--- config.mk ---
export PLATFORM = sky130hd
export DESIGN_NAME = ucode_sequencer_flat
export DESIGN_NICKNAME = d
export VERILOG_FILES = /design/src/rtl/ucode_pkg.sv /design/src/rtl/ucode_if.sv /design/src/rtl/ucode_ret_stack.sv /design/src/rtl/ucode_sequencer.sv /design/src/flat_wrapper.sv
export SDC_FILE = /design/constraint.sdc
export NUM_CORES = 1
export LEC_CHECK = 0
export CORE_UTILIZATION = 40
export CTS_CLUSTER_DIAMETER = 100
export DETAILED_ROUTE_END_ITERATION = 8
export PLACE_DENSITY = 0.68
export SLEW_MARGIN = 0
export SYNTH_ARGS = -nofsm -noshare
export SYNTH_HDL_FRONTEND = slang
export SYNTH_SLANG_ARGS = --single-unit
--- constraint.sdc ---
create_clock -name clk -period 2.3 [get_ports clk]
set_input_delay 0.46 -clock clk [delete_from_list [all_inputs] [get_ports clk]]
set_output_delay 0.46 -clock clk [all_outputs]
set_load 0.02 [all_outputs]
--- src/rtl/ucode_pkg.sv ---
// Shared types for the microcode sequencer: microword layout, FSM states and
// the jump/call target extraction helper.
package ucode_pkg;

  localparam int UC_REG_AW      = 4;
  localparam int UC_ALU_OPW     = 4;
  localparam int UC_IMM_W       = 8;
  localparam int UC_UPC_W       = 8;
  localparam int UC_STACK_DEPTH = 4;
  localparam int UC_UW          = 2*UC_REG_AW + UC_ALU_OPW + UC_IMM_W + 14;
  localparam int UC_EXT_W       = (UC_IMM_W > UC_UPC_W) ? UC_IMM_W : UC_UPC_W;

  typedef struct packed {
    logic [UC_REG_AW-1:0]  porta_reg;
    logic [UC_REG_AW-1:0]  portb_reg;
    logic                  porta_we;
    logic [UC_ALU_OPW-1:0] alu_op;
    logic                  alu_use_imm;
    logic                  alu_shift_right;
    logic                  jz;
    logic                  jmp;
    logic                  call;
    logic                  ret;
    logic                  in_alu;
    logic                  in_rf;
    logic                  in_dmem;
    logic                  in_imm;
    logic                  out_rf_wr;
    logic                  out_dm_wr;
    logic                  done;
    logic [UC_IMM_W-1:0]   imm;
  } ucode_word_t;

  typedef enum logic [1:0] {
    ST_IDLE  = 2'd0,
    ST_FETCH = 2'd1,
    ST_ISSUE = 2'd2,
    ST_HALT  = 2'd3
  } seq_state_t;

  // Low UPC_W bits of the immediate, zero-extended when the immediate is narrower.
  function automatic logic [UC_UPC_W-1:0] target_of(input logic [UC_IMM_W-1:0] imm);
    logic [UC_EXT_W-1:0] ext;
    ext = UC_EXT_W'(imm);
    return ext[UC_UPC_W-1:0];
  endfunction

endpackage

--- src/rtl/ucode_if.sv ---
// Microcode-memory port and decoded-op handshake between sequencer and datapath.
interface ucode_if
  import ucode_pkg::*;
#(
  parameter int UPC_W = UC_UPC_W,
  parameter int UW    = UC_UW
);
  logic             umem_en;
  logic [UPC_W-1:0] umem_addr;
  logic [UW-1:0]    umem_rdata;
  logic             op_valid;
  logic             op_ready;
  ucode_word_t      op;
  logic             alu_zero;

  modport master (
    output umem_en, umem_addr, op_valid, op,
    input  umem_rdata, op_ready, alu_zero
  );

  modport slave (
    input  umem_en, umem_addr, op_valid, op,
    output umem_rdata, op_ready, alu_zero
  );
endinterface

--- src/rtl/ucode_ret_stack.sv ---
// Bounded return-address stack: register array addressed by an occupancy pointer.
module ucode_ret_stack #(
  parameter int STACK_DEPTH = 4,
  parameter int UPC_W       = 8
) (
  input  logic             clk,
  input  logic             rst_n,
  input  logic             push,
  input  logic             pop,
  input  logic             clear,
  input  logic [UPC_W-1:0] data,
  output logic [UPC_W-1:0] top,
  output logic             full,
  output logic             empty
);
  localparam int PW = $clog2(STACK_DEPTH + 1);
  localparam int IW = (STACK_DEPTH > 1) ? $clog2(STACK_DEPTH) : 1;

  logic [UPC_W-1:0] mem [STACK_DEPTH];
  logic [PW-1:0]    ptr;
  logic [IW-1:0]    wr_idx;
  logic [IW-1:0]    rd_idx;

  assign wr_idx = IW'(ptr);
  assign rd_idx = IW'(ptr - PW'(1));
  assign full   = (ptr == PW'(STACK_DEPTH));
  assign empty  = (ptr == '0);
  assign top    = mem[rd_idx];

  // NOTE: non-blocking assignments for all clocked state so every register
  // samples pre-edge values regardless of process ordering.
  always_ff @(posedge clk or negedge rst_n) begin
    if (!rst_n)                ptr <= '0;
    else if (clear)            ptr <= '0;
    else if (push && !full)    ptr <= ptr + PW'(1);
    else if (pop && !empty)    ptr <= ptr - PW'(1);
  end

  // NOTE: the entry array is deliberately not reset; ptr alone decides which
  // entries are meaningful, so clearing the storage would only cost flops.
  always_ff @(posedge clk) begin
    if (push && !full && !clear) mem[wr_idx] <= data;
  end

  a_no_push_pop: assert property (@(posedge clk) disable iff (!rst_n) !(push && pop));

endmodule

--- src/rtl/ucode_sequencer.sv ---
// Microcode sequencer: fetches microwords, issues them over valid/ready and
// resolves sequential, jump, jump-on-zero and call/return control flow.
module ucode_sequencer
  import ucode_pkg::*;
#(
  parameter int REG_AW      = UC_REG_AW,
  parameter int ALU_OPW     = UC_ALU_OPW,
  parameter int IMM_W       = UC_IMM_W,
  parameter int UPC_W       = UC_UPC_W,
  parameter int STACK_DEPTH = UC_STACK_DEPTH
) (
  input  logic             clk,
  input  logic             rst_n,
  input  logic             start,
  input  logic [UPC_W-1:0] start_addr,
  input  logic             abort,
  ucode_if.master          bus,
  output logic             busy,
  output logic             seq_done,
  output logic             error
);
  localparam int UW = 2*REG_AW + ALU_OPW + IMM_W + 14;

  seq_state_t       state, state_next;
  logic [UPC_W-1:0] upc, upc_next, upc_inc, target, stk_top;
  logic [UW-1:0]    rdata;
  ucode_word_t      op_q;
  logic             fire, push, pop, full, empty, err_set, done_fire;

  assign rdata   = bus.umem_rdata;
  assign upc_inc = upc + UPC_W'(1);
  assign target  = target_of(op_q.imm);
  assign fire    = (state == ST_ISSUE) && bus.op_ready;

  ucode_ret_stack #(
    .STACK_DEPTH(STACK_DEPTH),
    .UPC_W      (UPC_W)
  ) u_stack (
    .clk  (clk),
    .rst_n(rst_n),
    .push (push),
    .pop  (pop),
    .clear(abort),
    .data (upc_inc),
    .top  (stk_top),
    .full (full),
    .empty(empty)
  );

  always_ff @(posedge clk or negedge rst_n) begin
    if (!rst_n) begin
      state    <= ST_IDLE;
      upc      <= '0;
      op_q     <= '0;
      error    <= 1'b0;
      seq_done <= 1'b0;
    end else begin
      state    <= state_next;
      upc      <= upc_next;
      seq_done <= done_fire;
      if (abort)        error <= 1'b0;
      else if (err_set) error <= 1'b1;
      if (state == ST_FETCH) op_q <= rdata;
    end
  end

  // NOTE: every signal gets a default before the case so no path leaves one
  // unassigned, which would otherwise infer a latch.
  always_comb begin
    state_next = state;
    upc_next   = upc;
    push       = 1'b0;
    pop        = 1'b0;
    err_set    = 1'b0;
    done_fire  = 1'b0;
    case (state)
      ST_IDLE: if (start) begin
        state_next = ST_FETCH;
        upc_next   = start_addr;
      end
      ST_FETCH: state_next = ST_ISSUE;
      ST_ISSUE: if (fire) begin
        state_next = ST_FETCH;
        if (op_q.done) begin
          state_next = ST_IDLE;
          done_fire  = 1'b1;
        end else if (op_q.ret) begin
          if (empty) begin
            state_next = ST_HALT;
            err_set    = 1'b1;
          end else begin
            pop      = 1'b1;
            upc_next = stk_top;
          end
        end else if (op_q.call) begin
          if (full) begin
            state_next = ST_HALT;
            err_set    = 1'b1;
          end else begin
            push     = 1'b1;
            upc_next = target;
          end
        end else if (op_q.jmp || (op_q.jz && bus.alu_zero)) begin
          upc_next = target;
        end else begin
          upc_next = upc_inc;
        end
      end
      ST_HALT: state_next = ST_HALT;
      default: state_next = ST_IDLE;
    endcase
    // Abort overrides whatever the op would have done, including a firing DONE.
    if (abort) begin
      state_next = ST_IDLE;
      upc_next   = upc;
      push       = 1'b0;
      pop        = 1'b0;
      err_set    = 1'b0;
      done_fire  = 1'b0;
    end
  end

  always_comb begin
    bus.umem_en   = (state == ST_FETCH);
    bus.umem_addr = (state == ST_FETCH) ? upc : '0;
    bus.op_valid  = (state == ST_ISSUE);
    busy          = (state != ST_IDLE);
  end

  assign bus.op = op_q;

endmodule

--- src/flat_wrapper.sv ---
// flat-port wrapper written by rule: the top's interface ports become plain ports
module ucode_sequencer_flat import ucode_pkg::*;
#(
  parameter int REG_AW      = UC_REG_AW,
  parameter int ALU_OPW     = UC_ALU_OPW,
  parameter int IMM_W       = UC_IMM_W,
  parameter int UPC_W       = UC_UPC_W,
  parameter int STACK_DEPTH = UC_STACK_DEPTH
)
  (clk, rst_n, start, start_addr, abort, busy, seq_done, error, bus_umem_en, bus_umem_addr, bus_op_valid, bus_op, bus_umem_rdata, bus_op_ready, bus_alu_zero);
  ucode_if #(.UPC_W(UPC_W)) bus_i ();
  input  logic clk;
  input  logic rst_n;
  input  logic start;
  input  logic [UPC_W-1:0] start_addr;
  input  logic abort;
  output logic busy;
  output logic seq_done;
  output logic error;
  output wire logic [$bits(bus_i.umem_en)-1:0] bus_umem_en;
  output wire logic [$bits(bus_i.umem_addr)-1:0] bus_umem_addr;
  output wire logic [$bits(bus_i.op_valid)-1:0] bus_op_valid;
  output wire logic [$bits(bus_i.op)-1:0] bus_op;
  input wire logic [$bits(bus_i.umem_rdata)-1:0] bus_umem_rdata;
  input wire logic [$bits(bus_i.op_ready)-1:0] bus_op_ready;
  input wire logic [$bits(bus_i.alu_zero)-1:0] bus_alu_zero;
  assign bus_umem_en = bus_i.umem_en;
  assign bus_umem_addr = bus_i.umem_addr;
  assign bus_op_valid = bus_i.op_valid;
  assign bus_op = bus_i.op;
  assign bus_i.umem_rdata = bus_umem_rdata;
  assign bus_i.op_ready = bus_op_ready;
  assign bus_i.alu_zero = bus_alu_zero;
  ucode_sequencer #(.REG_AW(REG_AW), .ALU_OPW(ALU_OPW), .IMM_W(IMM_W), .UPC_W(UPC_W), .STACK_DEPTH(STACK_DEPTH)) u_core (.clk(clk), .rst_n(rst_n), .start(start), .start_addr(start_addr), .abort(abort), .bus(bus_i), .busy(busy), .seq_done(seq_done), .error(error));
endmodule
==> impl_results.md <==
- Yosys cell types: 46
- Clock slew at reported path FFs: roughly 0.090 ns
- Root Buffer: clkbuf_8
- Post-route minimum period: 2.241 ns
- Worst-path fanout max: 8
- Die area: 9565 um2
- Clock Latency Late Sink: 0.35 ns
- Syn-to-layout area delta: 40.76%
- Status: finished, violations left
- Max Root-Sink Buffers: 2
- HPWL after DPL: 6332 um
- ANT nets after route: 0
- RSZ-0062 raised after global routing: no
- Cell taking the most area after synthesis: dfrtp_1
- Dpl cell area: 4875 um2
- Final WS setup: 0.05936 ns
- Die width: 97.80 um
- Avg Synthesized Cell Area: approximately 13 um2
- Vias in the first global route: 2,741
- Synth Net Count: 328
- Seq/Total Area, Yosys: 0.5958
- Synth Warn #: 0
- CTS tree: built
- GR Overflow Total: 0
- Ant diodes: 0
- Routed vias: 2,665
- Worst-Margin Slew: around 0.48 ns
- Most numerous cell in the Yosys netlist: dfrtp_1
- Filler cells: slightly below 700
- Die H: between 90 and 100 um
- Final Max Slew Viols: 0
- Final Hold Vio Count: 0
- Place WS: between 0.05 and 0.06 ns
- Post-layout nets: roughly 450
- Core area: 8806 um2
- Drt wl/cell: 17.24 um
- Input/output buffers: 94
- Failing checks: design-rule violations
- Initial Util: 0.4169
- Post-Place Cells: 485
- Critical Path AT: 1.78 ns
- Fraction of layout instances using a drive strength above 1: 0.2211
- Setup_tns: 0 ns
- Max Cap Violations: 0
- Rel. slew slack: 0.6791
- CP Data Required Time: 1.84 ns
- CTS Sinks: 81
- Synth Instances: 274
- PwrDens: 997.2 nW/um2
- Leakage Power: 2.086 nW
- Synth area leaders: dfrtp_1 33%, edfxtp_1 26%, mux2_2 10%
- Drt first-iter violations: around 120
- CP Class: flip-flop to primary output
- Via-to-Cell Ratio: around 5.3
- Finished Cell Area: 5167 um2
- CTS H-tree lvls: 3
- Clock Skew: ~0.014 ns
- Sequential cell area: 2188 um2
- Max rail drop VDD: ~0.57 mV
- Type of origin of the critical path: flip-flop
- Register bit total from synthesis: 81
- Setup Viol. Count Final: 0
- Wirelength, routed: 8722 um
- Fmax: 446.3 MHz
- Largest net degree at the start of global routing: 31
- Initial antenna violation count: 0
- Non-Filler Instances: just over 500
- Initial DRT Pass Iterations: 6
- Async S/R FF share, synth: 0.6049
- Share of the synthesized area in the top cell type: 0.3340
- Mapped Area: 3671 um2
- Area of the multi-input gates: roughly 1400 um2
- Worst hold path type: input pin to async pin
- Post-synth EDFFs: 32
- Num rows: 34
- Most instantiated cells after synthesis: 49 x dfrtp_1, 33 x mux2_2, 32 x edfxtp_1, 19 x nand2_1, 13 x and2_1
- Primary FF master, synth: dfrtp_1
- Worst setup EP type: primary output
- Number of clock buffers inserted by TritonCTS: 9
- Tcrit/Tclk final: 0.9742
- RD Place Congestion: 0.8057
- # IOs: between 90 and 100
- First-pass GRT wire length: 14,460 um
- GRT Resource Usage Total: 0.1960
- Post-route DRC: 2
final timing paths:
| kind | start | endpoint | slack [ns] | cells past startpoint |
|---|---|---|---|---|
| max | u_core.state[0]$_DFFE_PN0P_ | busy | 0.06 | 3 |
| min | rst_n | u_core.bus.op[20]$_DFFE_PN0P_ | 0.50 | 2 |
| max reg2reg | u_core.state[0]$_DFFE_PN0P_ | u_core.u_stack.ptr[1]$_DFFE_PN0P_ | 0.30 | 7 |
| min reg2reg | u_core.bus.op[33]$_DFFE_PN0P_ | u_core.bus.op[33]$_DFFE_PN0P_ | 0.51 | 1 |
| max in group asynchronous | rst_n | u_core.state[1]$_DFFE_PN0P_ | 1.23 | 3 |
| min in group clk | u_core.bus.op[33]$_DFFE_PN0P_ | u_core.bus.op[33]$_DFFE_PN0P_ | 0.51 | 1 |
sequential cells by signal, indices dropped and copies added, names as in the netlist:
signal	count
u_core.state	2
u_core.bus.op	26
u_core.u_stack.ptr	3
u_core.error	1
u_core.u_stack.mem	32
u_core.upc	8
u_core.target	8
u_core.seq_done	1
per-stage QoR:
stage | utilization | hold slack [ns] | power (mW)
CTS | 0.5862 | 0.4807 | 5.197
detailed placement | 0.5536 | 0.3450 | 3.898
floorplan | - | 0.1644 | 3.002
global placement | 0.5536 | 0.3470 | 3.860
finish | 0.5868 | 0.4994 | 5.153
global route | 0.5868 | 0.5088 | 5.410
worst max-delay path, stage by stage, from the launching register on:
cell and delay (ns):
dfrtp_1 0.42, buf_4 0.17, or2_2 0.29, clkdlybuf4s50_1 0.55
logic make-up after synthesis:
family          Yosys count  synth area share
simple gates             72            0.1094
buf+inv                  21           0.02590
flops                    81            0.5958
mux                      50            0.1646
compound gates           38           0.06953
fa+ha+maj                 6           0.02045
xor+xnor                  6           0.01431
layout by cell type (no fill, tap or decap), types with 2 or more instances in the layout:
master and count:
nand2b_1 2, nand3b_1 3, dfrtp_1 48, clkbuf_8 9
a21oi_1 11, a31oi_1 2, buf_4 23, a221o_1 2
nor2b_4 2, o21a_1 2, mux2_2 33, nand3_1 7
bufinv_16 3, buf_12 2, edfxtp_1 32, mux4_2 5
mux2i_1 12, xor2_1 2, inv_1 7, nand4_1 2
xnor2_1 4, nor2_1 6, nand2_1 19, nor2b_1 5
clkdlybuf4s50_1 83, ha_1 6, dlygate4sd2_1 8, or3_1 3
and2_1 13, and4_1 3, a21o_1 2, o21ai_0 11
dlymetal6s2s_1 2
cell type report:
class                      count  area share
clock buffer                   9     0.02397
clock inverter                 7     0.02446
inverter                       8    0.005811
multi-input combinational    173      0.2729
sequential                    81      0.4235
tap                          108     0.02615
timing repair buffer         120      0.2232
timing repair:
| item | 4_1_cts | 5_1_grt |
|---|---|---|
| buffers inserted | 3 | 0 |
| endpoints found under the hold margin | 10 | 0 |
| gates resized for setup | 10 | 2 |
| pin swaps | 0 | 0 |
| hold buffers | 1 | 0 |
| gates cloned | 1 | 0 |
| setup endpoints to repair | 10 | 2 |
where the power goes:
part           switching, mW  total [mW]  internal [mW]  leakage, nW
logic                  0.871        1.76          0.885         1.09
clock network          0.543        1.28          0.734        0.122
registers              0.255        2.12           1.86        0.877
total                   1.67        5.15           3.48         2.09
metal layers:
metal | GRT usage | share of wire
met4 | 0.06410 | 0.0083
met3 | 0.03293 | 0.042
met2 | 0.3088 | 0.48
met5 | 0 | 0
met1 | 0.2780 | 0.47
No activity file was read; power rests on OpenSTA's default activity.
